File: config.mk
export PLATFORM = sky130hd
export DESIGN_NAME = gshare_predict_unit
export DESIGN_NICKNAME = d
export VERILOG_FILES = /design/src/rtl/gshare_predict_unit_pkg.sv /design/src/rtl/gshare_predict_unit_pht_ram.sv /design/src/rtl/gshare_predict_unit.sv
export SDC_FILE = /design/constraint.sdc
export NUM_CORES = 1
export LEC_CHECK = 0
export CAP_MARGIN = 40
export CELL_PAD_IN_SITES_DETAIL_PLACEMENT = 1
export CELL_PAD_IN_SITES_GLOBAL_PLACEMENT = 1
export CORE_MARGIN = 3
export CORE_UTILIZATION = 30
export DETAILED_ROUTE_END_ITERATION = 10
export PLACE_DENSITY_LB_ADDON = 0.2
export RECOVER_POWER = 50
export REMOVE_ABC_BUFFERS = 1
export SLEW_MARGIN = 30
export SYNTH_ARGS = -nofsm -noshare
export SYNTH_HDL_FRONTEND = slang
export SYNTH_SLANG_ARGS = --single-unit
File: constraint.sdc
create_clock -name clk -period 42.5 [get_ports clk]
set_clock_uncertainty 0.05 [all_clocks]
set_input_delay 12.75 -clock clk [delete_from_list [all_inputs] [get_ports clk]]
set_output_delay 12.75 -clock clk [all_outputs]
set_load 0.005 [all_outputs]
File: src/rtl/gshare_predict_unit_pkg.sv
// Shared parameters and branch bundles for the gshare predictor.
// Check/update bundles travel between the IF predictor and EX resolution.
package RVS192_user_parameters;
  localparam int GSHARE_HISTORY_LENGTH = 8;
  localparam int PC_LENGTH = 32;
endpackage

package RVS192_package;
  import RVS192_user_parameters::*;

  typedef enum logic {
    INIT,
    RUN
  } pht_state_type;

  typedef struct packed {
    logic [1:0]                       GBP_predict;
    logic [GSHARE_HISTORY_LENGTH-1:0] GBHR;
    logic                             branch_take;
  } br_check_type;

  typedef struct packed {
    logic                             update;
    logic                             actual;
    logic                             wrong;
    logic [1:0]                       GBP_predict_update;
    logic [GSHARE_HISTORY_LENGTH-1:0] GBHR_old;
  } br_update_type;
endpackage

File: src/rtl/gshare_predict_unit_pht_ram.sv
// Pattern history table: async read, sync write, write-to-read bypass.
// Contents are not reset; the owner sweeps them after reset.
module pht_ram #(
  parameter int N = 8
) (
  input  logic         clk,
  input  logic         we,
  input  logic [N-1:0] waddr,
  input  logic [1:0]   wdata,
  input  logic [N-1:0] raddr,
  output logic [1:0]   rdata
);

  logic [1:0] mem [2**N];

  always_ff @(posedge clk) begin
    if (we) mem[waddr] <= wdata;
  end

  always_comb begin
    rdata = mem[raddr];
    if (we && (waddr == raddr)) rdata = wdata;
  end

endmodule

File: src/rtl/gshare_predict_unit.sv
// Fetch-stage gshare predictor: PHT, speculative and committed GHR,
// plus the post-reset table initialisation sweep.
module gshare_predict_unit
  import RVS192_user_parameters::*;
  import RVS192_package::*;
#(
  parameter logic [1:0] PHT_INIT = 2'b01
) (
  input  logic                 clk,
  input  logic                 rst,
  input  logic [PC_LENGTH-1:0] pc_if,
  input  logic                 fetch_valid,
  input  logic                 stall_if,
  input  logic                 branch_hint_if,
  output br_check_type         br_check_if,
  output logic                 ready,
  input  br_update_type        br_update_ex,
  input  logic [PC_LENGTH-1:0] pc_ex
);

  localparam int N = GSHARE_HISTORY_LENGTH;

  pht_state_type state;
  logic [N-1:0]  cnt;
  logic [N-1:0]  spec_ghr;
  logic [N-1:0]  committed_ghr;

  logic [N-1:0]  idx_if;
  logic [N-1:0]  idx_ex;
  logic [1:0]    pht_rd;
  logic          wr_en;
  logic [N-1:0]  wr_addr;
  logic [1:0]    wr_data;
  logic          run;
  logic          advance;
  logic          repair;

  assign run     = (state == RUN);
  assign idx_if  = pc_if[N+1:2] ^ spec_ghr;
  assign idx_ex  = pc_ex[N+1:2] ^ br_update_ex.GBHR_old;
  assign repair  = run && br_update_ex.update && br_update_ex.wrong;
  assign advance = run && fetch_valid && branch_hint_if && !stall_if;

  // The sweep owns the write port until RUN; EX updates are dropped.
  always_comb begin
    wr_en   = 1'b0;
    wr_addr = '0;
    wr_data = '0;
    if (!rst) begin
      if (!run) begin
        wr_en   = 1'b1;
        wr_addr = cnt;
        wr_data = PHT_INIT;
      end else if (br_update_ex.update) begin
        wr_en   = 1'b1;
        wr_addr = idx_ex;
        wr_data = br_update_ex.GBP_predict_update;
      end
    end
  end

  pht_ram #(
    .N (N)
  ) u_pht (
    .clk   (clk),
    .we    (wr_en),
    .waddr (wr_addr),
    .wdata (wr_data),
    .raddr (idx_if),
    .rdata (pht_rd)
  );

  always_comb begin
    br_check_if = '0;
    if (run) begin
      br_check_if.GBP_predict = pht_rd;
      br_check_if.GBHR        = spec_ghr;
      br_check_if.branch_take = pht_rd[1];
    end
  end

  always_ff @(posedge clk) begin
    if (rst) begin
      state         <= INIT;
      cnt           <= '0;
      ready         <= 1'b0;
      spec_ghr      <= '0;
      committed_ghr <= '0;
    end else begin
      unique case (state)
        INIT: begin
          cnt <= cnt + N'(1);
          if (cnt == {N{1'b1}}) begin
            state <= RUN;
            ready <= 1'b1;
          end
        end
        RUN: begin
          if (br_update_ex.update)
            committed_ghr <= {br_update_ex.GBHR_old[N-2:0],
                              br_update_ex.actual};
          // A mispredict flushes the fetch, so repair wins.
          if (repair)
            spec_ghr <= {br_update_ex.GBHR_old[N-2:0],
                         br_update_ex.actual};
          else if (advance)
            spec_ghr <= {spec_ghr[N-2:0], pht_rd[1]};
        end
      endcase
    end
  end

  logic unused_ok;
  assign unused_ok = ^{pc_if[PC_LENGTH-1:N+2], pc_if[1:0],
                       pc_ex[PC_LENGTH-1:N+2], pc_ex[1:0],
                       br_update_ex.GBHR_old[N-1], committed_ghr};

endmodule

After elaboration in Yosys (flattened, before gate mapping). Memory sizes are Yosys's and may differ from the RTL's. Index checks and enable logic that the tools add are counted.

Add/subtract/negate cells: 1. Eq/ne operators: 2. Mux-type cells: 17. Bitwise gates (word level): 3. Reductions and logical operators: 10.

Operator list (number): 8-bit 2-to-1 mux (5); 8-bit XOR (2); 11-bit 2-to-1 mux (1); 8-bit by 1-bit adder with 8-bit output, second input constant (1); 8-bit == test (1); 8-bit == test, second input constant (1); 2-bit 2-to-1 mux (4); 1-bit 2-to-1 mux (7); 1-bit logical AND (6); 2-bit AND reduction (2); 2-bit nonzero test (1); 1-bit logical NOT (1); 1-bit NOT (1).

Bits in registers: 18. Memory bits (writable): 512. Input port bits: 82. Memories kept: 1.

Memories: u_pht.mem (words 256, bits a word 2, rd ports 1, clocked after memory_dff 0, write ports 1, line gshare_predict_unit_pht_ram.sv:14) `logic [1:0] mem [2**N];`.

Logic depth before layout (Yosys ltp).
Word-level depth: 9. Gate-level depth with buffers: 13.

Cells and area by module. From an unflattened synthesis, not the netlist that was laid out.

Cells, all modules: 1378. Area total of the unflattened synthesis: 22440.3 um^2.

Modules (own cells, without submodules): pht_ram (instances 1, cells an instance 1234, area an instance 21261.6 um^2, sequential area each 15374.7 um^2); gshare_predict_unit (instances 1, cells an instance 144, area an instance 1178.6 um^2, sequential area each 360.3 um^2).

Worst setup path before layout. Ideal clock, no wire load.

Kind: input -> output. Start point: input port br_update_ex[12] in the netlist's numbering. End point: output port br_check_if[10] in the netlist's numbering. Arrival time: 24.558 ns. Data required time: 29.700 ns. Slack: 5.142 ns. Cell stages on the path: 8. Path buffers: 2. Cell sequence: clkbuf_1 nand2_1 nor3b_1 inv_1 mux2i_1 o31ai_1 a21oi_1 buf_4.

RTL lines: from (decl) (line gshare_predict_unit.sv:17) `input br_update_type br_update_ex,`; to (decl) (line gshare_predict_unit.sv:15) `output br_check_type br_check_if,`.

==> flow_summary.json <==
{
  "drt_iter0_markers": 1251,
  "setup_violations": 0,
  "met1_length_mm": 29.0,
  "layout-drive-gt1-share": 0.168,
  "rsz0062_at_grt": "false",
  "end_kind": "output port",
  "wl_per_cell_um": 26.6,
  "r2r-start": "run$_SDFF_PP0_",
  "r2r_end": "u_pht.mem[85][0]$_DFFE_PP_",
  "cp_max_fo": 87,
  "critPathLaunchType": "primary input",
  "drc_errors": 0,
  "netlist_instances": 1359,
  "outcome": "finished, violations left",
  "r2r_cells": 4,
  "p_per_area_nw_per_um2": 42.7,
  "hpwl_mm": 37.4,
  "seq_area_frac_synth": 0.709,
  "critPathRequiredTime_ps": 29700,
  "stdcell_area_sq_um": 25600,
  "max-slew-margin-rel": -2.78,
  "wl_met2_mm": 30.2,
  "antenna_left": 0,
  "cpMostUsedCell": "clkbuf_1",
  "power_leakage_uw": 0.00823,
  "fin_setup_tns_ps": 0,
  "netlist_area_sq_um": 22200,
  "drt_wl_total_mm": 64.4,
  "die_w_um": 278,
  "period_needed_ps": 33750,
  "nFillCells": 7409,
  "worstPathCellList": "dlygate4sd3_1, clkbuf_1, nor3b_1, clkbuf_1, clkbuf_1, inv_1, mux2i_1, o31ai_1, a21oi_1, clkdlybuf4s50_1",
  "cts_setup_buffers": 0,
  "fin_nets": 1498,
  "min_path_cells": 2,
  "pin_count": 94,
  "cts_made_buffers": 57,
  "hold_start": "ready$_SDFFE_PP0P_",
  "ys_warn_count": 0,
  "grtUsageTotal": 0.167,
  "utilization": 0.350,
  "cts.reportedPaths.clkPinSlew_ps": 60,
  "antenna_cells": 0,
  "cts.htree.levels": 2,
  "cts_root_buffer": "clkbuf_16",
  "cts_buffer_depth": 3,
  "r2r_setup_slack_ps": 32590,
  "final_cell_mix": "512 x edfxtp_1, 294 x nor2_1, 119 x mux4_2, 75 x nand2_1, 59 x clkbuf_16",
  "ir_drop_uv": 33.7,
  "drv_slew": 553,
  "hold_viol": 0,
  "wl_met3_mm": 3.40,
  "ys_types": 51,
  "synthFlopType": "edfxtp_1",
  "area_growth_syn_to_layout_pct": 15.3,
  "die-area_sq_um": 77300,
  "vias_per_cell": 5.13,
  "clock_latency_ps": 610,
  "violations": "max-capacitance violations, max-slew violations",
  "whs_endpoint": "ready$_SDFFE_PP0P_",
  "hold_path.class": "register to register",
  "grt_max_degree": 139,
  "synth_edf_count": 512,
  "placed_area_sq_um": 24000,
  "crit_arrival_ps": 20950,
  "portBuffers": 45,
  "fin_crit_sh": 0.794,
  "ctsHoldBuffers": 0,
  "cpPeakStageDelay_ps": 2660,
  "path_class": "primary input to output port",
  "row_count": 99,
  "via_count": 12400,
  "start_util": 0.304,
  "synth-async-reset-ratio": 0,
  "grt_pass1_vias": 13300,
  "tightest_slew_ps": 5670,
  "cts.sinks": 530,
  "slowest_stage": "clkbuf_1",
  "drt_first_pass_iters": 7,
  "crit_family": "buffers and inverters",
  "place.gp.congestion": 0.743,
  "grt.overflow.total": 0,
  "synth-seq-cells": 530,
  "mostFrequentLayoutCell": "edfxtp_1",
  "post_synth.cell_area_avg_sq_um": 16.3,
  "max_freq_mhz": 29.6,
  "worst-path-buf-inv": 6,
  "die_h_um": 278,
  "cts_repair_resize_count": 0,
  "cts_tree": "built",
  "maxCapViolations": 6,
  "top_layer": "met4",
  "antenna_found_initial": 0,
  "core_sq_um": 73100,
  "grt_pass1_wl_mm": 94.4
}
-- metrics by stage --
stage	hold slack [ps]	std cells	power, uW	setup slack, ps
2_1_floorplan	414	1273	613	5520
3_3_place_gp	420	2308	635	12330
3_5_place_dp	420	2314	636	12350
4_1_cts	434	2419	1110	12340
5_1_grt	486	2420	1130	7720
6_report	429	2420	1090	8750
-- power breakdown --
part	switching, uW	internal (uW)	leakage, uW
Sequential	0.373	570	0.00527
Combinational	34.3	20.0	0.00212
Clock	204	265	0.000844
Total	239	855	0.00823
-- metal layers --
metal,GRT usage,vias up
met2,0.266,349
li1,-,5393
met1,0.235,6585
met4,0.0501,0
met5,0,-
met3,0.0297,99
-- area by class of cell --
cell class / count / area (sq um) / share of cell area
Clock buffer: 72 / 1530 / 0.0596
Clock inverter: 33 / 213 / 0.00831
Inverter: 7 / 26.3 / 0.00103
Multi-Input combinational cell: 736 / 6140 / 0.240
Sequential cell: 530 / 15700 / 0.615
Tap cell: 959 / 1200 / 0.0469
Timing Repair Buffer: 83 / 762 / 0.0298
-- worst reg2reg max path, cell delays in order, from the launching register on --
cell and delay, ps:
dfxtp_1 360, clkbuf_1 500, a21oi_4 260, clkbuf_1 3380, clkbuf_1 4190
-- worst max path at each step --
stage	slack, ps	start	cells after the start	end
after global routing	7720	rst	10	br_check_if[0]
after global placement	12330	pc_if[3]	11	br_check_if[9]
after CTS	12340	pc_if[3]	11	br_check_if[9]
after floorplan	5520	br_update_ex[12]	6	br_check_if[0]
final	8750	rst	10	br_check_if[10]
after detailed placement	12350	pc_if[3]	11	br_check_if[9]
-- logic make-up after synthesis --
kind of cell / after synthesis / share of synthesized area
xor+xnor: 38 / 0.0157
buf+inv: 93 / 0.0210
flops: 530 / 0.709
compound gates: 100 / 0.0340
mux: 142 / 0.136
simple gates: 455 / 0.0843
fa+ha+maj: 1 / 0.000564
-- state kept, by name, summed over array words and instances, names as in the netlist --
register / flops
cnt: 8
run: 1
spec_ghr: 8
ready: 1
u_pht.mem: 512
-- Yosys cell counts (10+ instances only) --
master / instances / area (sq um)
dfxtp_1: 18 / 360
nor2_1: 298 / 1120
a22o_1: 16 / 140
a221oi_1: 16 / 140
o22ai_1: 10 / 62.6
mux4_2: 119 / 2680
clkbuf_1: 56 / 210
nand2_1: 79 / 297
buf_4: 11 / 82.6
nand3_1: 17 / 85.1
edfxtp_1: 512 / 15400
mux2i_1: 15 / 150
nor3_1: 19 / 95.1
xnor2_1: 27 / 236
and2_1: 13 / 81.3
(Power assumes the default switching activity.)
